[src/rtl/combat_referee_pkg.sv]
// Shared encodings, box layout and the hitbox/hurtbox overlap test used by
// the combat referee and its per-player stats blocks.
package combat_referee_pkg;

    typedef enum logic [3:0] {
        S_IDLE          = 4'd0,
        S_MOVEFORWARDS  = 4'd1,
        S_MOVEBACKWARDS = 4'd2,
        S_B_ATTACK_START= 4'd3,
        S_B_ATTACK_END  = 4'd4,
        S_B_ATTACK_PULL = 4'd5,
        S_D_ATTACK_START= 4'd6,
        S_D_ATTACK_END  = 4'd7,
        S_D_ATTACK_PULL = 4'd8,
        S_HITSTUN       = 4'd9,
        S_BLOCKSTUN     = 4'd10
    } player_state_e;

    typedef enum logic [1:0] {
        NOT_HIT            = 2'b00,
        HIT_BY_BASIC       = 2'b01,
        HIT_BY_DIRECTIONAL = 2'b10
    } hit_flag_e;

    localparam logic [1:0] ROUND_FIGHT     = 2'b00;
    localparam logic [1:0] ROUND_KO        = 2'b01;
    localparam logic [1:0] ROUND_GAME_OVER = 2'b10;

    localparam logic [1:0] WIN_NONE = 2'b00;
    localparam logic [1:0] WIN_P1   = 2'b01;
    localparam logic [1:0] WIN_P2   = 2'b10;
    localparam logic [1:0] WIN_DRAW = 2'b11;

    // Box word layout: {x1, x2, y1, y2}, x1 in the top bits.
    localparam int FIELD_W = 10;
    localparam int X1_LSB  = 30;
    localparam int X2_LSB  = 20;
    localparam int Y1_LSB  = 10;
    localparam int Y2_LSB  = 0;

    function automatic logic boxes_overlap(input logic [39:0] a, input logic [39:0] b);
        logic [FIELD_W-1:0] ax1, ax2, ay1, ay2, bx1, bx2, by1, by2;
        ax1 = a[X1_LSB +: FIELD_W];
        ax2 = a[X2_LSB +: FIELD_W];
        ay1 = a[Y1_LSB +: FIELD_W];
        ay2 = a[Y2_LSB +: FIELD_W];
        bx1 = b[X1_LSB +: FIELD_W];
        bx2 = b[X2_LSB +: FIELD_W];
        by1 = b[Y1_LSB +: FIELD_W];
        by2 = b[Y2_LSB +: FIELD_W];
        return (ax1 <= bx2) && (bx1 <= ax2) && (ay1 <= by2) && (by1 <= ay2);
    endfunction

endpackage

[src/rtl/combat_referee_if.sv]
// Player-facing bundle of the referee: player states and boxes in,
// hit flags, meters and round status out.
interface combat_referee_if;
    logic        restart;
    logic [3:0]  p1_state, p2_state;
    logic [39:0] p1_basic_box, p2_basic_box;
    logic [39:0] p1_dir_box, p2_dir_box;
    logic [39:0] p1_hurt_box, p2_hurt_box;
    logic [1:0]  p1_hitFlag, p2_hitFlag;
    logic [2:0]  p1_health, p2_health;
    logic [2:0]  p1_block, p2_block;
    logic [1:0]  round_state;
    logic [1:0]  winner;

    modport master (
        output restart, p1_state, p2_state, p1_basic_box, p2_basic_box,
               p1_dir_box, p2_dir_box, p1_hurt_box, p2_hurt_box,
        input  p1_hitFlag, p2_hitFlag, p1_health, p2_health,
               p1_block, p2_block, round_state, winner
    );

    modport slave (
        input  restart, p1_state, p2_state, p1_basic_box, p2_basic_box,
               p1_dir_box, p2_dir_box, p1_hurt_box, p2_hurt_box,
        output p1_hitFlag, p2_hitFlag, p1_health, p2_health,
               p1_block, p2_block, round_state, winner
    );
endinterface

[src/rtl/combat_referee_fighter_stats.sv]
// Per-player meters: health, block meter with regen timer, and the one-cycle
// hit flag pulse seen by the victim.
module fighter_stats
    import combat_referee_pkg::*;
#(
    parameter int MAX_HEALTH  = 5,
    parameter int MAX_BLOCK   = 3,
    parameter int DMG_BASIC   = 1,
    parameter int DMG_DIR     = 2,
    parameter int BLOCK_REGEN = 60
) (
    input  logic       clk,
    input  logic       rst,
    input  logic       apply_hit,
    input  logic [1:0] hit_kind,
    input  logic       blocking,
    input  logic       freeze,
    input  logic       reload,
    output logic [2:0] health,
    output logic [2:0] block,
    output logic [2:0] health_next,
    output logic [1:0] hit_flag
);
    localparam int              RW         = $clog2(BLOCK_REGEN);
    localparam logic [2:0]      HMAX       = 3'(MAX_HEALTH);
    localparam logic [2:0]      BMAX       = 3'(MAX_BLOCK);
    localparam logic [RW-1:0]   REGEN_LAST = RW'(BLOCK_REGEN - 1);

    logic [RW-1:0] regen, regen_next;
    logic [2:0]    block_next;
    logic [1:0]    flag_next;
    logic [2:0]    dmg;

    assign dmg = (hit_kind == HIT_BY_DIRECTIONAL) ? 3'(DMG_DIR) : 3'(DMG_BASIC);

    // A blocked hit overrides a regen wrap landing on the same cycle.
    always_comb begin
        health_next = health;
        block_next  = block;
        regen_next  = regen;
        flag_next   = NOT_HIT;
        if (reload) begin
            health_next = HMAX;
            block_next  = BMAX;
            regen_next  = '0;
        end else if (!freeze) begin
            if (block < BMAX) begin
                if (regen == REGEN_LAST) begin
                    regen_next = '0;
                    block_next = block + 3'd1;
                end else begin
                    regen_next = regen + 1'b1;
                end
            end else begin
                regen_next = '0;
            end
            if (apply_hit) begin
                flag_next = hit_kind;
                if (blocking && block != 3'd0) begin
                    block_next = block - 3'd1;
                    regen_next = '0;
                end else begin
                    health_next = (health > dmg) ? health - dmg : 3'd0;
                end
            end
        end
    end

    always_ff @(posedge clk) begin
        if (rst) begin
            health   <= HMAX;
            block    <= BMAX;
            regen    <= '0;
            hit_flag <= NOT_HIT;
        end else begin
            health   <= health_next;
            block    <= block_next;
            regen    <= regen_next;
            hit_flag <= flag_next;
        end
    end
endmodule

[src/rtl/combat_referee.sv]
// Frame-rate hit arbiter between two players: one connect per swing,
// block/damage resolution and the round state machine.
//
// state           | meaning
// ROUND_FIGHT     | hits resolved, block regen running
// ROUND_KO        | a health hit 0; hits ignored, meters frozen for KO_HOLD cycles
// ROUND_GAME_OVER | meters frozen; restart reloads and returns to FIGHT
module combat_referee
    import combat_referee_pkg::*;
#(
    parameter int MAX_HEALTH  = 5,
    parameter int MAX_BLOCK   = 3,
    parameter int DMG_BASIC   = 1,
    parameter int DMG_DIR     = 2,
    parameter int BLOCK_REGEN = 60,
    parameter int KO_HOLD     = 120
) (
    input logic             clk,
    input logic             rst,
    combat_referee_if.slave bus
);
    localparam int KO_W = $clog2(KO_HOLD + 1);

    logic [1:0]      round_state, winner;
    logic [KO_W-1:0] ko_cnt;
    logic            fight, reload;
    logic            p1_basic_live, p1_dir_live, p2_basic_live, p2_dir_live;
    logic            p1_swinging, p2_swinging;
    logic            p1_latch, p2_latch;
    logic            p1_connect, p2_connect;
    logic [1:0]      p1_kind, p2_kind;
    logic [2:0]      p1_health_next, p2_health_next;

    assign fight  = (round_state == ROUND_FIGHT);
    assign reload = (round_state == ROUND_GAME_OVER) && bus.restart;

    assign p1_basic_live = (bus.p1_state == S_B_ATTACK_END) && boxes_overlap(bus.p1_basic_box, bus.p2_hurt_box);
    assign p1_dir_live   = (bus.p1_state == S_D_ATTACK_END) && boxes_overlap(bus.p1_dir_box, bus.p2_hurt_box);
    assign p2_basic_live = (bus.p2_state == S_B_ATTACK_END) && boxes_overlap(bus.p2_basic_box, bus.p1_hurt_box);
    assign p2_dir_live   = (bus.p2_state == S_D_ATTACK_END) && boxes_overlap(bus.p2_dir_box, bus.p1_hurt_box);

    assign p1_swinging = (bus.p1_state == S_B_ATTACK_END) || (bus.p1_state == S_D_ATTACK_END);
    assign p2_swinging = (bus.p2_state == S_B_ATTACK_END) || (bus.p2_state == S_D_ATTACK_END);

    assign p1_connect = fight && !p1_latch && (p1_basic_live || p1_dir_live);
    assign p2_connect = fight && !p2_latch && (p2_basic_live || p2_dir_live);
    assign p1_kind    = p1_dir_live ? HIT_BY_DIRECTIONAL : HIT_BY_BASIC;
    assign p2_kind    = p2_dir_live ? HIT_BY_DIRECTIONAL : HIT_BY_BASIC;

    // Latch re-arms only once the attacker leaves both active-window states.
    always_ff @(posedge clk) begin
        if (rst || reload) begin
            p1_latch <= 1'b0;
            p2_latch <= 1'b0;
        end else begin
            if (!p1_swinging)    p1_latch <= 1'b0;
            else if (p1_connect) p1_latch <= 1'b1;
            if (!p2_swinging)    p2_latch <= 1'b0;
            else if (p2_connect) p2_latch <= 1'b1;
        end
    end

    fighter_stats #(
        .MAX_HEALTH(MAX_HEALTH), .MAX_BLOCK(MAX_BLOCK), .DMG_BASIC(DMG_BASIC),
        .DMG_DIR(DMG_DIR), .BLOCK_REGEN(BLOCK_REGEN)
    ) u_p1_stats (
        .clk(clk), .rst(rst),
        .apply_hit(p2_connect), .hit_kind(p2_kind),
        .blocking(bus.p1_state == S_MOVEBACKWARDS),
        .freeze(!fight), .reload(reload),
        .health(bus.p1_health), .block(bus.p1_block),
        .health_next(p1_health_next), .hit_flag(bus.p1_hitFlag)
    );

    fighter_stats #(
        .MAX_HEALTH(MAX_HEALTH), .MAX_BLOCK(MAX_BLOCK), .DMG_BASIC(DMG_BASIC),
        .DMG_DIR(DMG_DIR), .BLOCK_REGEN(BLOCK_REGEN)
    ) u_p2_stats (
        .clk(clk), .rst(rst),
        .apply_hit(p1_connect), .hit_kind(p1_kind),
        .blocking(bus.p2_state == S_MOVEBACKWARDS),
        .freeze(!fight), .reload(reload),
        .health(bus.p2_health), .block(bus.p2_block),
        .health_next(p2_health_next), .hit_flag(bus.p2_hitFlag)
    );

    // KO and winner are decided from next-cycle health so they land with the hit.
    always_ff @(posedge clk) begin
        if (rst) begin
            round_state <= ROUND_FIGHT;
            winner      <= WIN_NONE;
            ko_cnt      <= '0;
        end else begin
            case (round_state)
                ROUND_FIGHT: begin
                    if (p1_health_next == 3'd0 || p2_health_next == 3'd0) begin
                        round_state <= ROUND_KO;
                        winner      <= {p1_health_next == 3'd0, p2_health_next == 3'd0};
                        ko_cnt      <= KO_W'(KO_HOLD - 1);
                    end
                end
                ROUND_KO: begin
                    if (ko_cnt == '0) round_state <= ROUND_GAME_OVER;
                    else              ko_cnt      <= ko_cnt - 1'b1;
                end
                ROUND_GAME_OVER: begin
                    if (bus.restart) begin
                        round_state <= ROUND_FIGHT;
                        winner      <= WIN_NONE;
                    end
                end
                default: round_state <= ROUND_FIGHT;
            endcase
        end
    end

    assign bus.round_state = round_state;
    assign bus.winner      = winner;
endmodule

[src/flat_wrapper.sv]
// flat-port wrapper written by rule: the top's interface ports become plain ports
module combat_referee_flat import combat_referee_pkg::*;
#(
    parameter int MAX_HEALTH  = 5,
    parameter int MAX_BLOCK   = 3,
    parameter int DMG_BASIC   = 1,
    parameter int DMG_DIR     = 2,
    parameter int BLOCK_REGEN = 60,
    parameter int KO_HOLD     = 120
)
  (clk, rst, bus_restart, bus_p1_state, bus_p2_state, bus_p1_basic_box, bus_p2_basic_box, bus_p1_dir_box, bus_p2_dir_box, bus_p1_hurt_box, bus_p2_hurt_box, bus_p1_hitFlag, bus_p2_hitFlag, bus_p1_health, bus_p2_health, bus_p1_block, bus_p2_block, bus_round_state, bus_winner);
  combat_referee_if bus_i ();
  input logic clk;
  input logic rst;
  input wire logic [$bits(bus_i.restart)-1:0] bus_restart;
  input wire logic [$bits(bus_i.p1_state)-1:0] bus_p1_state;
  input wire logic [$bits(bus_i.p2_state)-1:0] bus_p2_state;
  input wire logic [$bits(bus_i.p1_basic_box)-1:0] bus_p1_basic_box;
  input wire logic [$bits(bus_i.p2_basic_box)-1:0] bus_p2_basic_box;
  input wire logic [$bits(bus_i.p1_dir_box)-1:0] bus_p1_dir_box;
  input wire logic [$bits(bus_i.p2_dir_box)-1:0] bus_p2_dir_box;
  input wire logic [$bits(bus_i.p1_hurt_box)-1:0] bus_p1_hurt_box;
  input wire logic [$bits(bus_i.p2_hurt_box)-1:0] bus_p2_hurt_box;
  output wire logic [$bits(bus_i.p1_hitFlag)-1:0] bus_p1_hitFlag;
  output wire logic [$bits(bus_i.p2_hitFlag)-1:0] bus_p2_hitFlag;
  output wire logic [$bits(bus_i.p1_health)-1:0] bus_p1_health;
  output wire logic [$bits(bus_i.p2_health)-1:0] bus_p2_health;
  output wire logic [$bits(bus_i.p1_block)-1:0] bus_p1_block;
  output wire logic [$bits(bus_i.p2_block)-1:0] bus_p2_block;
  output wire logic [$bits(bus_i.round_state)-1:0] bus_round_state;
  output wire logic [$bits(bus_i.winner)-1:0] bus_winner;
  assign bus_i.restart = bus_restart;
  assign bus_i.p1_state = bus_p1_state;
  assign bus_i.p2_state = bus_p2_state;
  assign bus_i.p1_basic_box = bus_p1_basic_box;
  assign bus_i.p2_basic_box = bus_p2_basic_box;
  assign bus_i.p1_dir_box = bus_p1_dir_box;
  assign bus_i.p2_dir_box = bus_p2_dir_box;
  assign bus_i.p1_hurt_box = bus_p1_hurt_box;
  assign bus_i.p2_hurt_box = bus_p2_hurt_box;
  assign bus_p1_hitFlag = bus_i.p1_hitFlag;
  assign bus_p2_hitFlag = bus_i.p2_hitFlag;
  assign bus_p1_health = bus_i.p1_health;
  assign bus_p2_health = bus_i.p2_health;
  assign bus_p1_block = bus_i.p1_block;
  assign bus_p2_block = bus_i.p2_block;
  assign bus_round_state = bus_i.round_state;
  assign bus_winner = bus_i.winner;
  combat_referee #(.MAX_HEALTH(MAX_HEALTH), .MAX_BLOCK(MAX_BLOCK), .DMG_BASIC(DMG_BASIC), .DMG_DIR(DMG_DIR), .BLOCK_REGEN(BLOCK_REGEN), .KO_HOLD(KO_HOLD)) u_core (.clk(clk), .rst(rst), .bus(bus_i));
endmodule
[config.mk]
export PLATFORM = sky130hd
export DESIGN_NAME = combat_referee_flat
export DESIGN_NICKNAME = d
export VERILOG_FILES = /design/src/rtl/combat_referee_pkg.sv /design/src/rtl/combat_referee_if.sv /design/src/rtl/combat_referee_fighter_stats.sv /design/src/rtl/combat_referee.sv /design/src/flat_wrapper.sv
export SDC_FILE = /design/constraint.sdc
export NUM_CORES = 1
export LEC_CHECK = 0
export ABC_AREA = 1
export BUFFER_PORTS_ARGS = -buffer_cell sky130_fd_sc_hd__buf_2
export CORE_MARGIN = 2
export CORE_UTILIZATION = 55
export CTS_BUF_LIST = sky130_fd_sc_hd__clkbuf_16
export DETAILED_ROUTE_END_ITERATION = 8
export PLACE_DENSITY = 0.9
export SLEW_MARGIN = 20
export SYNTH_ARGS = -nofsm -noshare
export SYNTH_HDL_FRONTEND = slang
export SYNTH_SLANG_ARGS = --single-unit
export TNS_END_PERCENT = 10
[constraint.sdc]
create_clock -name clk -period 4.6 [get_ports clk]
set_input_delay 0.69 -clock clk [delete_from_list [all_inputs] [get_ports clk]]
set_output_delay 0.69 -clock clk [all_outputs]
set_load 0.02 [all_outputs]
==> results of run 1 <==
-- metal layers --
metal,GRT usage [%],routed length [um],vias up
li1,-,-,3915
met1,29.3,7360,3224
met2,53.3,9240,285
met3,4.08,1300,48
met4,8.84,519,0
met5,0,0,-
-- per-stage QoR --
stage / std cells / utilization [%] / hold WS [ns] / power, mW / setup WS (ns)
2_1_floorplan: 1054 / - / 0.458 / 0.672 / 1.34
3_3_place_gp: 1487 / 69.4 / 0.467 / 0.851 / 0.925
3_5_place_dp: 1487 / 69.4 / 0.475 / 0.871 / 0.812
4_1_cts: 1495 / 70.7 / 0.484 / 1.26 / 1.06
5_1_grt: 1497 / 70.8 / 0.517 / 1.36 / 0.650
6_report: 1497 / 70.8 / 0.486 / 1.25 / 0.998
-- synthesized netlist by cell type (3+ instances only) --
library cell    n  area share (%)
nand2_4         4            0.66
nor2_2         12             1.1
clkbuf_1        4            0.22
nand4_1        23             2.1
ha_1          174              32
o21bai_1       13             1.4
nor3_1          3            0.22
nand3_2         4            0.59
or2_2           4            0.37
o211ai_1        5            0.55
nor2_4          4            0.66
nand3_1        70             5.1
nand2_2        10            0.92
o21ai_0        10            0.73
o21a_1          3            0.33
inv_1         235              13
dfxtp_1        41              12
nor2_1         70             3.8
xor2_1          7            0.90
inv_2           3            0.16
a21o_1         11             1.2
nand2_1       258              14
a21oi_1        66             4.8
-- cell type report --
cell class	count	area, um^2
Fill cell	988	3520
Sequential cell	41	821
Clock buffer	5	125
Multi-Input combinational cell	769	5090
Tap cell	168	210
Clock inverter	3	37.5
Inverter	239	897
Timing Repair Buffer	270	1350
Antenna cell	2	5.00
-- flip-flops by register name, indices dropped and copies added (netlist names) --
signal / cells
u_core.bus.round_state: 2
u_core.bus.winner: 2
u_core.ko_cnt: 7
u_core.p1_latch: 1
u_core.p2_latch: 1
u_core.u_p1_stats.block: 3
u_core.u_p1_stats.health: 3
u_core.u_p1_stats.hit_flag: 2
u_core.u_p1_stats.regen: 6
u_core.u_p2_stats.block: 3
u_core.u_p2_stats.health: 3
u_core.u_p2_stats.hit_flag: 2
u_core.u_p2_stats.regen: 6
-- power by group through the flow --
stage               sequential [mW]  combinational [mW]  clock [mW]
finish                        0.358               0.505       0.391
detailed placement            0.366               0.504           0
global placement              0.366               0.485           0
global route                  0.358               0.588       0.410
floorplan                     0.367               0.305           0
CTS                           0.358               0.508       0.393
-- worst min path at each step --
stage / start / endpoint / depth (start not counted)
after global placement: u_core.u_p2_stats.regen[3] / u_core.u_p2_stats.regen[3] / 2
after global routing: u_core.bus.winner[0] / u_core.bus.winner[0] / 2
after detailed placement: u_core.u_p2_stats.regen[3] / u_core.u_p2_stats.regen[3] / 2
after floorplan: u_core.u_p1_stats.regen[3] / u_core.u_p1_stats.regen[3] / 2
final: u_core.u_p1_stats.regen[3] / u_core.u_p1_stats.regen[3] / 2
after CTS: u_core.u_p2_stats.regen[3] / u_core.u_p2_stats.regen[3] / 2
-- cells by family after synthesis --
family                   synth area share (%)
AO/OA/AOI/OAI                            10.2
flip-flops                               12.0
adder cells (fa/ha/maj)                  32.4
buffers and inverters                    13.5
XOR/XNOR                                 1.03
AND/OR/NAND/NOR                          30.8
-- worst register-to-register path: stages, from the launching register on --
cell and delay [ns]:
dfxtp_1 0.37, nor2_2 0.51, inv_1 0.45, nor2_4 0.31, nand2_2 0.10, nand2_2 0.07
nand2_1 0.06, nor2_2 0.12, nand2_1 0.08, nand2_1 0.10, nand2_2 0.15, nand2_1 0.19
nand2_1 0.08, a21oi_1 0.12
==> out/metrics.cfg, run 1 <==
[setup_path]
cp_cell_sequence = buf_2 -> ha_1 -> a21o_1 -> nor2_1 -> nand3_1 -> a21oi_2 -> nand3_4 -> ha_1 -> a21oi_1 -> nand2b_1 -> inv_1 -> nor2_1 -> o21ai_0 -> nand3_1 -> nand2_1 -> nor2_2 -> nand2_1 -> nand2_1 -> nand2_2 -> nand2_1 -> nand2_1 -> a21oi_1
timing.rr.end = u_core.ko_cnt[5]
worst-endpoint-arrival_ns = 3.82
crit_start = bus_p2_hurt_box[39]
crit_path_start_kind = input port
crit_end = u_core.ko_cnt[5]
cp_max_fo = 11
reg2reg_depth = 13
critPathBufInv = 2
critPathSlowestCell = ha_1
crit_top_cell = nand2_1
critical_path_required_ns = 4.82
cp_num_cells = 22
critPathCaptureType = flop
cp_slowest_stage_delay_ns = 0.32
rr_startpoint = u_core.bus.round_state[0]
criticalPathCategory = input port to flop
crit_family = simple AND/OR/NAND/NOR gates
rrSetupSlack_ns = 1.83

[timing]
hold_violations = 0
totalNegativeSetupSlack_ns = 0
timing.slew.headroom_pct = 51.0
fin_crit_ns = 3.60
finalMaxSlewViolations = 0
min_period_over_period_pct = 78.3
worstMarginPinSlew_ns = 0.733
fmaxAchievable_mhz = 278
report.final.setup_viol = 0
rsz0062_at_grt = no
skew_ns = 0.00650

[drt]
ant_nets = 0
via_per_inst = 4.99
wl_per_cell_um = 12.3
route.detailed.drc = 0
drt_wl_total_um = 18400
drtIter0Drc = 300
firstDrtPassIters = 5
vias = 7472

[yosys]
ys_ff_latch = 41
yosys.cell_types.count = 38
yosys_warnings = 0
ys_dominant_reg_cell = dfxtp_1
synthArstFlopShare_pct = 0
syn-num-nets = 1481
synth_edf_count = 0
synth_area_um2 = 6830
avgSynthCellArea_um2 = 6.48
synth_seq_area_share_pct = 12.0
synthCells = 1054

[pwr]
p_seq_share_pct = 28.6
p_int_mw = 0.839
ir_worst_vdd_mv = 0.143
power_density_nw_per_um2 = 147
power.share.combinational_pct = 40.3
sw_frac_of_total_pct = 33.1
p_clk_share_pct = 31.2
p_leak_nw = 5.41
p_sw_mw = 0.415

[floorplan]
die-width_um = 115
initial_utilization_pct = 56.7
num_io_pins = 271
fp-row-count = 40
die_height_um = 115
core_um2 = 12100
die-area_um2 = 13300

[cells_and_area]
mostFrequentLayoutCells = buf_2, nand2_1, inv_1
layout_commonest_cell = buf_2
syn_to_final_growth_pct = 24.9
fin_nets = 1753
stdcell_area_um2 = 8540
drive_gt1_share_pct = 24.5

[outcome]
outcome = completed

[clock_network]
cts_tree = done
cts_buffer_depth = 2
cts_root_buf = clkbuf_16
numCtsBuffers = 5
clkLatencyLatePin_ns = 0.28
cts_sinks = 41
cts-resized-gates = 0
hold_buffers = 0
path_clk_slew_ns = 0.06
cts_max_level = 2
cts_setup_buffers = 0

[placed_design]
dpl.hpwl_um = 16400
gp_congestion = 0.938
placed_cell_area_um2 = 8370
portBuffers = 270

[global_routing]
track_usage_pct = 27.1
grt_antenna_before_repair = 2
first_global_vias = 7154
grt_max_degree = 20
overflow = 0
grt_pass1_wl_um = 29600

[worst_hold_path]
hold_class = flop to flop

[run]
drv_cap = 0

No activity file was read; power rests on OpenSTA's default activity.
==> run 2, diff against run 1 <==
- CORE_UTILIZATION: 55 -> 51
- PLACE_DENSITY: 0.9 -> 0.84
- clock period: 4.6 -> 3.6 ns (I/O delays scaled with it)
==> out/metrics.cfg, run 2 (synthesis gave the netlist of run 1 again) <==
[placed_design]
portBuffers = 270
dpl.hpwl_um = 16300
gp_congestion = 0.932

[setup_path]
criticalPathCategory = input port to flop
critical_path_required_ns = 3.83
timing.rr.end = u_core.ko_cnt[6]
crit_path_start_kind = input port
reg2reg_depth = 18
cp_cell_sequence = buf_2 -> ha_1 -> a21o_1 -> nor2_1 -> nand3_1 -> a21oi_2 -> nand3_4 -> ha_1 -> inv_1 -> fa_1 -> nand2_1 -> o21ai_0 -> nand3_1 -> nand2_1 -> nor2_2 -> nand2_1 -> nand2_1 -> nand2_4 -> nand2_2 -> nand2_1 -> a21oi_1
cp_max_fo = 11
crit_top_cell = nand2_1
critPathSlowestCell = fa_1
crit_start = bus_p2_hurt_box[39]
cp_num_cells = 21
rrSetupSlack_ns = 1.08
critPathCaptureType = flop
crit_family = simple AND/OR/NAND/NOR gates
rr_startpoint = u_core.u_p1_stats.block[0]
cp_slowest_stage_delay_ns = 0.43
critPathBufInv = 2
worst-endpoint-arrival_ns = 3.47
crit_end = u_core.ko_cnt[6]

[global_routing]
grt_antenna_before_repair = 2
grt_pass1_wl_um = 30300
track_usage_pct = 25.6
overflow = 0
grt_max_degree = 19
first_global_vias = 7100

[pwr]
p_clk_share_pct = 31.8
sw_frac_of_total_pct = 33.7
power.share.combinational_pct = 40.0
p_sw_mw = 0.546
p_seq_share_pct = 28.2
p_int_mw = 1.08
ir_worst_vdd_mv = 0.178
p_leak_nw = 5.42
power_density_nw_per_um2 = 189

[timing]
rsz0062_at_grt = no
hold_violations = 0
report.final.setup_viol = 0
finalMaxSlewViolations = 0
fmaxAchievable_mhz = 309
fin_crit_ns = 3.24
totalNegativeSetupSlack_ns = 0
timing.slew.headroom_pct = 62.6
worstMarginPinSlew_ns = 0.560
fin_hold_ws_ns = 0.481
min_period_over_period_pct = 89.9
skew_ns = 0.00551

[floorplan]
fp-row-count = 42
die-width_um = 120
die_height_um = 120
num_io_pins = 271
initial_utilization_pct = 51.8
die-area_um2 = 14300
core_um2 = 13200

[drt]
via_per_inst = 4.88
drt_wl_total_um = 18300
ant_nets = 0
firstDrtPassIters = 4
vias = 7356
drtIter0Drc = 359
route.detailed.drc = 0
wl_per_cell_um = 12.1

[clock_network]
path_clk_slew_ns = 0.06
cts_max_level = 2
cts_tree = done
cts_root_buf = clkbuf_16
clkLatencyLatePin_ns = 0.29
numCtsBuffers = 5
cts_buffer_depth = 2
cts_sinks = 41
cts_setup_buffers = 0

[cells_and_area]
drive_gt1_share_pct = 25.0
multi_input_area_um2 = 5100
fillers = 1205
fin_nets = 1756
largest-register = u_core.ko_cnt
largest_reg_flops = 7
mostFrequentLayoutCells = buf_2, nand2_1, inv_1
layout_commonest_cell = buf_2
largestRegisters = u_core.ko_cnt: 7 flops, u_core.u_p1_stats.regen: 6 flops, u_core.u_p2_stats.regen: 6 flops
regArea_um2 = 821
syn_to_final_growth_pct = 25.6

[worst_hold_path]
hold_class = flop to flop

[run]
drv_cap = 0

[outcome]
outcome = completed

==> run 2: tightest hold or removal path, delay by kind of cell, from the launching register on <==
family / cells / cell delay [ns]
compound gates: 1 / 0.05
flops: 1 / 0.32
simple gates: 1 / 0.06
==> run 2: layer usage <==
| metal | share of wire, % | global-route usage [%] | vias up | routed length [um] |
|---|---|---|---|---|
| li1 | - | - | 3916 | - |
| met4 | 3.4 | 9.78 | 0 | 621 |
| met1 | 41 | 28.0 | 3140 | 7470 |
| met5 | 0 | 0 | - | 0 |
| met3 | 7.1 | 5.56 | 47 | 1300 |
| met2 | 49 | 48.0 | 253 | 8910 |
==> run 2: area by class of cell <==
cell class	count	share of cell area, %
inverter	239	10.4
clock inverter	3	0.481
timing repair buffer	273	16.0
sequential	41	9.56
antenna	2	0.0583
tap	176	2.56
clock buffer	5	1.46
multi-input combinational	769	59.4
==> run 2: power by group through the flow <==
stage,clock (mW),sequential [mW],combinational (mW)
floorplan,0,0.469,0.390
global placement,0,0.468,0.625
detailed placement,0,0.468,0.645
CTS,0.523,0.458,0.650
global route,0.541,0.458,0.759
finish,0.516,0.458,0.648
==> run 2: how the worst min path moves through the flow <==
stage / startpoint / endpoint / cells past startpoint
CTS: u_core.u_p1_stats.regen[3] / u_core.u_p1_stats.regen[3] / 2
global route: u_core.u_p1_stats.regen[3] / u_core.u_p1_stats.regen[3] / 2
global placement: u_core.u_p1_stats.regen[3] / u_core.u_p1_stats.regen[3] / 2
finish: u_core.u_p1_stats.regen[3] / u_core.u_p1_stats.regen[3] / 2
floorplan: u_core.u_p1_stats.regen[3] / u_core.u_p1_stats.regen[3] / 2
detailed placement: u_core.u_p1_stats.regen[3] / u_core.u_p1_stats.regen[3] / 2
==> run 2: per-stage QoR <==
step                cells  utilization [%]  setup WS [ns]  cell area [um^2]  power [mW]
floorplan            1054                -          0.494              6830       0.859
global placement     1498             63.7         0.0973              8400        1.09
detailed placement   1498             63.7         0.0263              8400        1.11
CTS                  1506             65.0          0.302              8570        1.63
global route         1508             65.1         0.0479              8590        1.76
finish               1508             65.1          0.362              8590        1.62
==> run 2: timing repair <==
action | 4_1_cts | 5_1_grt
hold buffers | 0 | 0
gates resized for setup | 0 | 4
endpoints found under the setup margin | 0 | 6
